<file path="src/rtl/layer1_maxpool_stream.sv">
// 2x2 / stride-2 signed max-pool over CH parallel channels, streamed in raster order.
// Feeds the layer-1 feature-map store: pooled beats, its write enable and a pool-done pulse.
module layer1_maxpool_stream #(
    parameter int IN_WIDTH  = 8,
    parameter int IN_HEIGHT = 8,
    parameter int CH        = 16,
    parameter int DW        = 16
) (
    input  logic             clk,
    input  logic             rst,
    input  logic             pre_vsync,
    input  logic             pre_href,
    input  logic [CH*DW-1:0] pre_data,
    output logic             post_vsync,
    output logic             post_href,
    output logic [CH*DW-1:0] post_data,
    output logic             fm_wea,
    output logic             pool_done
);

    localparam int CW = (IN_WIDTH > 2) ? $clog2(IN_WIDTH) : 2;
    localparam int RW = (IN_HEIGHT > 2) ? $clog2(IN_HEIGHT) : 1;
    localparam int IW = CW - 1;
    localparam int LB = 1 << IW;
    localparam logic [CW-1:0] COL_LAST = CW'(IN_WIDTH - 1);
    localparam logic [RW-1:0] ROW_LAST = RW'(IN_HEIGHT - 1);

    generate
        if ((IN_WIDTH % 2 != 0) || (IN_WIDTH < 2) || (IN_HEIGHT % 2 != 0) || (IN_HEIGHT < 2)) begin : g_bad_geometry
            $error("layer1_maxpool_stream: IN_WIDTH and IN_HEIGHT must be even and >= 2");
        end
    endgenerate

    typedef enum logic [1:0] {
        IDLE = 2'd0,
        RUN  = 2'd1,
        DONE = 2'd2
    } state_t;

    state_t             state_r;
    state_t             state_s;
    logic [CW-1:0]      col_r;
    logic [RW-1:0]      row_r;
    logic [CH*DW-1:0]   h_reg_r;
    logic [CH*DW-1:0]   linebuf_r [LB];
    logic [IW-1:0]      lb_idx_s;
    logic [CH*DW-1:0]   hmax_s;
    logic [CH*DW-1:0]   vmax_s;
    logic               vsync_rise_s;
    logic               accept_s;
    logic               last_beat_s;
    logic               store_s;
    logic               emit_s;

    function automatic logic [DW-1:0] smax(input logic [DW-1:0] a, input logic [DW-1:0] b);
        logic [DW-1:0] m;
        if ($signed(a) >= $signed(b)) begin
            m = a;
        end else begin
            m = b;
        end
        return m;
    endfunction

    // post_vsync doubles as the delayed vsync used for edge detection
    assign vsync_rise_s = pre_vsync & ~post_vsync;
    assign accept_s     = pre_href & (state_r == RUN) & ~vsync_rise_s;
    assign last_beat_s  = (col_r == COL_LAST) && (row_r == ROW_LAST);
    assign lb_idx_s     = col_r[CW-1:1];
    assign store_s      = accept_s & col_r[0] & ~row_r[0];
    assign emit_s       = accept_s & col_r[0] & row_r[0];

    // Per-lane horizontal pair max and vertical max against the stored upper row
    always_comb begin
        hmax_s = '0;
        vmax_s = '0;
        for (int k = 0; k < CH; k++) begin
            hmax_s[k*DW +: DW] = smax(h_reg_r[k*DW +: DW], pre_data[k*DW +: DW]);
            vmax_s[k*DW +: DW] = smax(linebuf_r[lb_idx_s][k*DW +: DW], hmax_s[k*DW +: DW]);
        end
    end

    // Frame FSM next state; a vsync edge restarts from any state
    always_comb begin
        state_s = state_r;
        if (vsync_rise_s) begin
            state_s = RUN;
        end else begin
            case (state_r)
                IDLE: state_s = IDLE;
                RUN: begin
                    if (accept_s && last_beat_s) begin
                        state_s = DONE;
                    end else begin
                        state_s = RUN;
                    end
                end
                DONE:    state_s = IDLE;
                default: state_s = IDLE;
            endcase
        end
    end

    // FSM state register
    always_ff @(posedge clk or posedge rst) begin
        if (rst) begin
            state_r <= IDLE;
        end else begin
            state_r <= state_s;
        end
    end

    // Raster position counters, advancing on accepted beats only
    always_ff @(posedge clk or posedge rst) begin
        if (rst) begin
            col_r <= '0;
            row_r <= '0;
        end else if (vsync_rise_s) begin
            col_r <= '0;
            row_r <= '0;
        end else if (accept_s) begin
            if (col_r == COL_LAST) begin
                col_r <= '0;
                if (row_r == ROW_LAST) begin
                    row_r <= '0;
                end else begin
                    row_r <= row_r + RW'(1);
                end
            end else begin
                col_r <= col_r + CW'(1);
            end
        end
    end

    // Left pixel of each horizontal pair
    always_ff @(posedge clk or posedge rst) begin
        if (rst) begin
            h_reg_r <= '0;
        end else if (accept_s && !col_r[0]) begin
            h_reg_r <= pre_data;
        end
    end

    // Upper-row pair maxima, one entry per output column; contents need no reset
    always_ff @(posedge clk) begin
        if (store_s) begin
            linebuf_r[lb_idx_s] <= hmax_s;
        end
    end

    // Pooled output beat, registered one cycle after the window's last pixel
    always_ff @(posedge clk or posedge rst) begin
        if (rst) begin
            post_href <= 1'b0;
            post_data <= '0;
        end else begin
            post_href <= emit_s;
            if (emit_s) begin
                post_data <= vmax_s;
            end
        end
    end

    // Frame handshake to the feature-map store
    always_ff @(posedge clk or posedge rst) begin
        if (rst) begin
            post_vsync <= 1'b0;
            pool_done  <= 1'b0;
            fm_wea     <= 1'b0;
        end else begin
            post_vsync <= pre_vsync;
            pool_done  <= (state_r == DONE) && !vsync_rise_s;
            if (vsync_rise_s) begin
                fm_wea <= 1'b1;
            end else if (state_r == DONE) begin
                fm_wea <= 1'b0;
            end
        end
    end

endmodule

</file>
<file path="config.mk">
export PLATFORM = sky130hd
export DESIGN_NAME = layer1_maxpool_stream
export DESIGN_NICKNAME = d
export VERILOG_FILES = /design/src/rtl/layer1_maxpool_stream.sv
export SDC_FILE = /design/constraint.sdc
export NUM_CORES = 2
export LEC_CHECK = 0
export CAP_MARGIN = 20
export CORE_UTILIZATION = 45
export CTS_BUF_LIST = sky130_fd_sc_hd__clkbuf_4 sky130_fd_sc_hd__clkbuf_8 sky130_fd_sc_hd__clkbuf_16
export CTS_CLUSTER_DIAMETER = 30
export DETAILED_ROUTE_END_ITERATION = 8
export PLACE_DENSITY = 0.67
export SYNTH_ARGS = -nofsm -noshare
export SYNTH_HDL_FRONTEND = slang
export SYNTH_SLANG_ARGS = --single-unit
</file>
<file path="constraint.sdc">
create_clock -name clk -period 23.1 [get_ports clk]
set_input_delay 4.62 -clock clk [delete_from_list [all_inputs] [get_ports clk]]
set_output_delay 4.62 -clock clk [all_outputs]
set_load 0.01 [all_outputs]
</file>
==> flow_metrics.env <==
export IMPL_syn_inst=5127
export IMPL_worst_pin_slew_ns=1.123
export IMPL_grt_pass1_vias=48520
export IMPL_ys_flop_type="edfxtp_1"
export IMPL_grt_util_all_layers=0.2203
export IMPL_syn_area_mm2=0.07403
export IMPL_crit_path_end_kind="flip-flop"
export IMPL_p_clk_frac=0.433
export IMPL_yosysMostFrequentCell="edfxtp_1"
export IMPL_r2r_setup_slack_ns=17.34
export IMPL_ant_nets=0
export IMPL_post_cts_buffers=0
export IMPL_outcome="complete, no violations"
export IMPL_cts_tree="yes"
export IMPL_crit_path_start_kind="input port"
export IMPL_worstSetupEndpoint="post_data[167]"
export IMPL_post_cts_resized=0
export IMPL_synthTopCellsByArea="edfxtp_1 42%, dfrtp_1 18%, ha_1 8.7%"
export IMPL_ys_types=73
export IMPL_finalSetupViolCount=0
export IMPL_synth_top_area_cell="edfxtp_1"
export IMPL_die_w_um=407.6
export IMPL_grt_max_degree=184
export IMPL_coreArea_mm2=0.1630
export IMPL_io_pins=520
export IMPL_yosys_area_top_type_share=0.4154
export IMPL_reg2reg_to="post_data[198]"
export IMPL_drcViolationCount=0
export IMPL_ys_ff_latch=1548
export IMPL_max_stage_delay_ns=0.70
export IMPL_powerDensity_mw_per_mm2=123.8
export IMPL_multi_input_area_mm2=0.02746
export IMPL_internal_power_uw=8235
export IMPL_cts_sinks=1548
export IMPL_maxSlewViolCount=0
export IMPL_antenna_found_initial=24
export IMPL_dieArea_mm2=0.1661
export IMPL_hold_violations=0
export IMPL_die_h_um=407.6
export IMPL_critical_path_cell_chain="clkdlybuf4s50_1 > inv_1 > ha_1 > nor2b_1 > o211ai_1 > a2111oi_2 > a311oi_1 > mux2i_2 > buf_4 > mux2_1 > ha_1 > nand2b_1 > a21o_1 > a211o_1 > a211oi_1 > o21ai_0 > o21ai_2 > buf_4 > mux2i_1 > o21ai_1"
export IMPL_yosysSeqAreaShare=0.5925
export IMPL_clock_skew_ns=0.07846
export IMPL_viasPerCell=5.483
export IMPL_swShare=0.2923
export IMPL_routabilityCongestion=0.8335
export IMPL_clk_latency_ns=0.93
export IMPL_cts_root_buf="clkbuf_16"
export IMPL_hold_buffers=0
export IMPL_grt_pass1_wl_um=283400
export IMPL_layout_nets=6657
export IMPL_arrival_ns=10.28
export IMPL_drive_gt1_frac=0.2272
export IMPL_start_util=0.4543
export IMPL_cts_buffer_depth=4
export IMPL_post_dp_hpwl_um=117500
export IMPL_ir_drop_mv=0.07804
export IMPL_routed_wl_um=181800
export IMPL_rsz0062_at_grt="false"
export IMPL_cp_depth=20
export IMPL_max_freq_mhz=104.9
export IMPL_synth_nets=5903
export IMPL_cap_violations=0
export IMPL_register_area_mm2=0.04387
export IMPL_seqPwrFrac=0.309
export IMPL_avgSynthCellArea_um2=14.44
export IMPL_relSlewSlack=0.2511
export IMPL_rows=148
export IMPL_synth_edf_count=1024
export IMPL_portBuffers=519
export IMPL_path_buf_inv=4
export IMPL_route_detailed_wl_per_inst_um=21.79
export IMPL_drt_iter0_markers=2607
export IMPL_num_fill_cells=12690
export IMPL_yosys_top_cells_count="1024 x edfxtp_1, 528 x inv_1, 524 x dfrtp_1"
export IMPL_p_leak_uw=0.03797
export IMPL_period_share=0.4125
export IMPL_fin_tns_setup_ns=0
export IMPL_fin_crit_ns=9.529
export IMPL_worst_path_max_fanout=10
export IMPL_p_sw_uw=3402
export IMPL_clk_pin_slew_ns=0.04
export IMPL_vias=45740
export IMPL_setup_worst_path_start="pre_data[161]"
export IMPL_hp_class="reg2reg"
export IMPL_comb_power_share=0.258
export IMPL_r2r_cells=12
export IMPL_setup_worst_path_class="in2reg"
export IMPL_power_uw=11640
export IMPL_grt_overflow=0
export IMPL_htree_levels=5
export IMPL_slowest_stage="mux2i_2"
export IMPL_crit_family="compound AO/OA/AOI/OAI gates"
export IMPL_cp_required_ns=23.85
export IMPL_yosysWarnings=0
export IMPL_syn_to_final_growth_pct=27.01
export IMPL_dr_pass1_iters=5
export IMPL_r2r_start="col_r[1]"
export IMPL_synthArstFlopShare=0.3385
export IMPL_numCtsBuffers=356
## stage by stage
stage                     std cells  instance area (um2)  setup WS, ns    util  hold WS [ns]
after floorplan                5127                74030         3.840       -        0.4934
after global placement         7694                81780         11.97  0.5019        0.4623
after detailed placement       7696                81830         12.31  0.5021        0.4706
after CTS                      8336                93990         13.26  0.5768        0.4806
after global routing           8342                94020         13.26  0.5770        0.5003
final                          8342                94020         13.57  0.5770        0.4727
## cells by family (layout without fill, tap and decap cells)
family,after synthesis,count (layout),synth area share
AND/OR/NAND/NOR,704,704,0.04471
buffers and inverters,717,1753,0.03761
multiplexers,926,926,0.1766
flip-flops,1548,1548,0.5925
AO/OA/AOI/OAI,716,716,0.06134
adder cells (fa/ha/maj),516,516,0.08722
other,0,4,0
## cell type report
| class | instances | area share |
|---|---|---|
| flip-flops and latches | 1548 | 0.4666 |
| clock buffers | 432 | 0.1031 |
| repair buffers | 584 | 0.06175 |
| clock inverters | 208 | 0.02626 |
| inverters | 529 | 0.02123 |
| diodes | 4 | 0.0001065 |
| multi-input cells | 2862 | 0.2920 |
| well taps | 2175 | 0.02894 |
## layout by cell type (no fill, tap or decap), drive strengths merged, types with 24 or more instances in the layout
cell type      instances
clkdlybuf4s50        519
clkbuf               432
clkinvlp              36
inv                  546
mux4                 256
nand2                343
a2111oi               29
a21o                  77
buf                   65
nand4                 99
nand3                 52
bufinv                47
nor2b                 35
o21ai                221
edfxtp              1024
mux2                 444
dfrtp                524
clkinv               108
a211oi                24
mux2i                226
o221ai                47
ha                   516
a21oi                200
nor2                  90
## flip-flops by register name (all words and copies together), names as in the netlist
signal,cells
post_href,1
col_r,3
fm_wea,1
state_r,2
pool_done,1
h_reg_r,256
row_r,3
linebuf_r,1024
post_vsync,1
post_data,256
## worst reg2reg max path: cells and delay by family, from the launching register on
family / cells / cell delay [ns]
flops: 1 / 1.02
simple gates: 1 / 0.22
mux: 3 / 1.66
compound gates: 4 / 0.86
buf+inv: 3 / 1.49
fa+ha+maj: 1 / 0.33
## worst min path at each step
stage / to / depth (start not counted) / from
3_3_place_gp: post_data[63] / 2 / post_data[63]
2_1_floorplan: row_r[1] / 2 / row_r[1]
6_report: post_data[62] / 2 / post_data[62]
5_1_grt: post_data[62] / 2 / post_data[62]
4_1_cts: post_data[63] / 2 / post_data[63]
3_5_place_dp: post_data[227] / 2 / post_data[227]
## power by group through the flow
stage	registers [uW]	logic (uW)	clock network (uW)
global route	3620	3330	5250
CTS	3600	3030	5120
detailed placement	3640	3000	0
global placement	3630	2920	0
finish	3590	3010	5040
floorplan	3610	2120	0
## routing by layer
metal / track usage / up-vias / part of all wire / wire length, um
li1: - / 21060 / - / -
met1: 0.2856 / 23050 / 0.43 / 78020
met2: 0.3523 / 1186 / 0.47 / 85970
met3: 0.05458 / 425 / 0.061 / 11010
met4: 0.09392 / 16 / 0.037 / 6684
met5: 0 / - / 0.00045 / 81
No activity file was read; power rests on OpenSTA's default activity.
